### src/rtl/multi_ch_sync_filter.sv
// Multi-channel level synchroniser with stability filter and edge pulses.
// Each bit is an independent level; not for multi-bit buses.
module multi_ch_sync_filter #(
    parameter int                NUM_CH        = 4,
    parameter int                SYNC_STAGES   = 2,
    parameter int                FILTER_CYCLES = 4,
    parameter logic [NUM_CH-1:0] RST_VAL       = '0
) (
    input  logic              clk_i,
    input  logic              rst_n,
    input  logic [NUM_CH-1:0] async_i,
    output logic [NUM_CH-1:0] sync_o,
    output logic [NUM_CH-1:0] rise_o,
    output logic [NUM_CH-1:0] fall_o,
    output logic              change_o
);

    localparam int            CW      = $clog2(FILTER_CYCLES + 1);
    localparam logic [CW-1:0] CNT_MAX = CW'(FILTER_CYCLES - 1);

    // Pure flop chain: nothing may sit between stages.
    (* ASYNC_REG = "TRUE" *)
    logic [SYNC_STAGES-1:0][NUM_CH-1:0] stage_q;

    logic [NUM_CH-1:0]         sq;
    logic [NUM_CH-1:0]         filt_q, filt_d;
    logic [NUM_CH-1:0][CW-1:0] cnt_q, cnt_d;
    logic [NUM_CH-1:0]         rise_q, fall_q;

    always_ff @(posedge clk_i or negedge rst_n) begin
        if (!rst_n) begin
            stage_q <= {SYNC_STAGES{RST_VAL}};
        end else begin
            stage_q <= {stage_q[SYNC_STAGES-2:0], async_i};
        end
    end

    assign sq = stage_q[SYNC_STAGES-1];

    always_comb begin
        filt_d = filt_q;
        cnt_d  = cnt_q;
        for (int i = 0; i < NUM_CH; i++) begin
            if (sq[i] == filt_q[i]) begin
                cnt_d[i] = '0;
            end else if (cnt_q[i] == CNT_MAX) begin
                filt_d[i] = sq[i];
                cnt_d[i]  = '0;
            end else begin
                cnt_d[i] = cnt_q[i] + 1'b1;
            end
        end
    end

    always_ff @(posedge clk_i or negedge rst_n) begin
        if (!rst_n) begin
            filt_q <= RST_VAL;
            cnt_q  <= '0;
            rise_q <= '0;
            fall_q <= '0;
        end else begin
            filt_q <= filt_d;
            cnt_q  <= cnt_d;
            rise_q <= filt_d & ~filt_q;
            fall_q <= ~filt_d & filt_q;
        end
    end

    assign sync_o   = filt_q;
    assign rise_o   = rise_q;
    assign fall_o   = fall_q;
    assign change_o = |(rise_q | fall_q);

endmodule

### config.mk
export PLATFORM = sky130hd
export DESIGN_NAME = multi_ch_sync_filter
export DESIGN_NICKNAME = d
export VERILOG_FILES = /design/src/rtl/multi_ch_sync_filter.sv
export SDC_FILE = /design/constraint.sdc
export NUM_CORES = 1
export LEC_CHECK = 0
export CORE_UTILIZATION = 50
export DETAILED_ROUTE_END_ITERATION = 8
export PLACE_DENSITY = 0.75
export SETUP_SLACK_MARGIN = 0.15
export SYNTH_ARGS = -nofsm -noshare
export SYNTH_HDL_FRONTEND = slang
export SYNTH_SLANG_ARGS = --single-unit
### constraint.sdc
create_clock -name clk_i -period 1.4 [get_ports clk_i]
set_input_delay 0.21 -clock clk_i [delete_from_list [all_inputs] [get_ports clk_i]]
set_output_delay 0.21 -clock clk_i [all_outputs]
set_load 0.1 [all_outputs]
* Word-level counts from Yosys, hierarchy flattened *
Index checks and enable logic that the tools add are counted.

storage, ports and cells
  bits in registers = 32
  output and inout bits = 13

cells by class
  $add $sub $neg = 4
  eq/ne operators = 8
  multiplexer cells = 16
  bitwise logic cells = 5
  reductions and logical operators = 1

operators with widths
  operator               count
  $mux W3                8
  $add A3 B1 Y3 const B  4
  $eq A3 B2 Y1 const B   4
  $and A4 B4 Y4          2
  $mux W1                8
  $not A4 Y4             2
  $eq A1 B1 Y1           4
  $or A4 B4 Y4           1
  $reduce_or A4 Y1       1

* Depth between registers and ports, before layout *
  depth after elaboration = 5
  gate-level depth with buffers = 3
  depth with buffers taken out = 3

* Worst setup path after synthesis *
Ideal clock, no wire load.

  kind = reg-to-output
  start point = register fall_q[0] (netlist: fall_o[0])
  end point = output port change_o
  arrival time = 1.740 ns
  data required time = 1.190 ns
  setup slack = -0.550 ns
  cell stages (with the launch flop) = 3
  path through = dfrtp_1 > nor4_1 > nand2_1

on the way
  longest elaborated chain between the ends = 2

RTL lines
  what                    RTL line  RTL
  from (decl)             28        logic [NUM_CH-1:0] rise_q, fall_q;
  from (signal assigned)  65        fall_q <= ~filt_d & filt_q;
  $or A4 B4 Y4            72        assign change_o = |(rise_q | fall_q);
  $reduce_or A4 Y1        72
  to (decl)               15        output logic change_o

No other way between the ends.

* Worst setup path after layout *
  start point = register rise_q[3] (netlist: rise_o[3])
  end point = output port change_o

on the way
  longest elaborated chain between the ends = 2

RTL lines
  what                    RTL line  RTL
  from (decl)             28
  from (signal assigned)  64        rise_q <= filt_d & ~filt_q;
  $or A4 B4 Y4            72
  $reduce_or A4 Y1        72

No other way between the ends.

==> results.py <==
metrics = {
    "setup_path": {
        "cpPeakStageDelay_ns": 0.43,
        "end_kind": "output port",
        "arrival_ns": 1.33,
        "crit_slowest_cell": "dfrtp_2",
        "worstPathMaxFanout": 2,
        "startpoint_type": "flip-flop",
        "path_class": "reg -> out",
        "cp_data_required_time_ns": 1.19,
        "cp_cell_sequence": "nor4_4 > nand2_4 > buf_12",
    },
    "routing": {
        "route.detailed.drc": 0,
        "drt_first_pass_iters": 3,
        "final_antenna_net_count": 0,
        "vias_per_cell": 5.10,
        "drtIter0Drc": 4,
        "avgRoutedWirePerCell_um": 15.3,
        "dr_total_vias": 688,
        "drt_wl_total_um": 2060,
    },
    "global_route": {
        "grt_overflow": 0,
        "grt_pass1_wl_um": 3440,
        "gr-usage-all-layers_pct": 20.1,
        "grt_max_degree": 33,
        "grt_pass1_vias": 712,
        "antenna_found_initial": 0,
    },
    "yosys": {
        "ys_seq_area_share_pct": 68.7,
        "syn_nets": 84,
        "synthesis.area_mm2": 0.00116,
        "synth.avg_cell_area_um2": 15.7,
        "yosys_warnings": 0,
        "synthDistinctLibCells": 12,
        "synth_cells": 74,
        "ys_seq_elements": 32,
    },
    "place": {
        "dpl.cell_count": 121,
        "post-place-ws_ns": 0.0688,
        "port_buffers": 18,
        "gp_congestion": 0.722,
        "post-dp-hpwl_um": 1300,
    },
    "status": {
        "violations": "setup timing",
        "status": "finished, violations left",
    },
    "floorplanning": {
        "die_w_um": 50.3,
        "fp.dieH_um": 50.3,
        "core-area_mm2": 0.00221,
        "pin_count": 19,
        "die-area_mm2": 0.00253,
        "rows": 17,
        "start_util_pct": 52.7,
    },
    "pwr": {
        "p_leak_uw": 0.000745,
        "power.density_mw_per_mm2": 2040,
        "peakVddDrop_v": 0.00182,
        "power_uw": 3520,
    },
    "cts": {
        "worstSkewPairLatency_ns": 0.33,
        "path_clk_slew_ns": 0.10,
        "cts_sinks": 32,
        "cts_tree": "built",
        "root_buffer": "clkbuf_4",
        "numCtsBuffers": 5,
        "cts_buffer_depth": 2,
        "cts_htree_levels": 2,
    },
    "sta": {
        "whs_ns": 0.267,
        "clock_skew_ns": 0.00502,
        "fin_ws_ns": -0.145,
        "slew_headroom_pct": 77.3,
        "period_needed_ns": 1.54,
        "finalCritPeriodShare_pct": 110,
        "finalHoldViolCount": 0,
        "tightestPinTransition_ns": 0.338,
        "rsz0062_at_grt": "yes",
        "drv_slew": 0,
        "setup_viol": 1,
        "max_freq_ghz": 0.647,
    },
    "cells_and_area": {
        "antenna_cells": 0,
        "nets": 116,
        "drive_gt1_share_pct": 43.9,
        "n_fill_cell": 123,
        "final_cell_mix": "dfrtp_1 (20), nor3b_1 (16), buf_12 (14)",
        "stdcell_count": 135,
        "area_growth_pct": 47.9,
        "final_common_cell": "dfrtp_1",
    },
    "worst_hold_path": {
        "holdCritPathClass": "in -> async",
    },
    "run": {
        "drv_cap": 0,
    },
}
-- report_power, final --
group	total (uW)	internal [uW]	switching, uW
Sequential	1300	1120	181
Combinational	1550	631	916
Clock	672	374	297
-- flip-flops by register name (all words and copies together), names as in the netlist --
| name | flops |
|---|---|
| fall_o | 4 |
| sync_o | 4 |
| sq | 4 |
| rise_o | 4 |
| stage_q | 4 |
| cnt_q | 12 |
-- Yosys cell counts --
master    count  area (um^2)
xnor2_1       4         35.0
nor2b_4       3         41.3
and3b_1       1         8.76
nand2b_1      3         18.8
nor4_1        2         12.5
nand2b_4      1         13.8
ha_1          4         50.1
nor3_1        3         15.0
nor3b_1      16          120
mux2_1        4         45.0
nand2_1       1         3.75
dfrtp_1      32          801
-- worst paths after layout --
check                      cells past startpoint                  from  slack, ns                    to
max                                            3   rise_o[3]$_DFF_PN0_      -0.14              change_o
min in group clk_i                             1            async_i[1]       0.31  stage_q[1]$_DFF_PN0_
min                                            2                 rst_n       0.27   fall_o[0]$_DFF_PN0_
max reg2reg                                    3    cnt_q[9]$_DFF_PN0_       0.19   sync_o[3]$_DFF_PN0_
max in group asynchronous                      2                 rst_n       0.95   fall_o[2]$_DFF_PN0_
min reg2reg                                    0  stage_q[1]$_DFF_PN0_       0.35       sq[1]$_DFF_PN0_
-- what timing repair did --
| item | in CTS | in global routing |
|---|---|---|
| gates resized for setup | 4 | 2 |
| hold buffers | 0 | 0 |
| setup endpoints to repair | 1 | 7 |
| pin swaps | 2 | 1 |
| buffers inserted | 3 | 3 |
-- metrics by stage --
step / TNS (ns) / cell area, um^2 / util (%)
2_1_floorplan: -0.0636 / 1200 / -
3_3_place_gp: 0 / 1570 / 71.0
3_5_place_dp: 0 / 1570 / 71.0
4_1_cts: -0.173 / 1690 / 76.6
5_1_grt: -0.226 / 1720 / 77.9
6_report: -0.145 / 1720 / 77.9
-- worst max-delay path: cells and delay by family, from the launching register on --
family        cells  cell delay, ns
flops             1            0.43
buf+inv           1            0.17
simple gates      2            0.40
-- layout make-up --
class	instances	area, um^2	share of cell area, %
Clock buffer	6	41.3	2.40
Multi-Input combinational cell	42	404	23.5
Clock inverter	2	35.0	2.03
Timing Repair Buffer	25	387	22.4
Sequential cell	32	821	47.6
Tap cell	28	35.0	2.03
-- per-layer routing --
layer | routed length (um) | share of wire [%] | GRT usage [%] | up-vias
li1 | - | - | - | 320
met1 | 867 | 42 | 24.0 | 344
met5 | 0 | 0 | 0 | -
met2 | 1040 | 50 | 31.6 | 22
met4 | 24 | 1.2 | 7.14 | 0
met3 | 131 | 6.4 | 9.39 | 2
-- kinds of logic (layout without fill, tap and decap cells) --
| kind of cell | after synthesis | count (layout) | synth area share (%) |
|---|---|---|---|
| XOR/XNOR | 4 | 4 | 3.01 |
| buffers and inverters | 0 | 33 | 0 |
| AND/OR/NAND/NOR | 30 | 30 | 20.1 |
| adder cells (fa/ha/maj) | 4 | 4 | 4.30 |
| flip-flops | 32 | 32 | 68.7 |
| multiplexers | 4 | 4 | 3.87 |
Power figures use the tool's default switching activity.
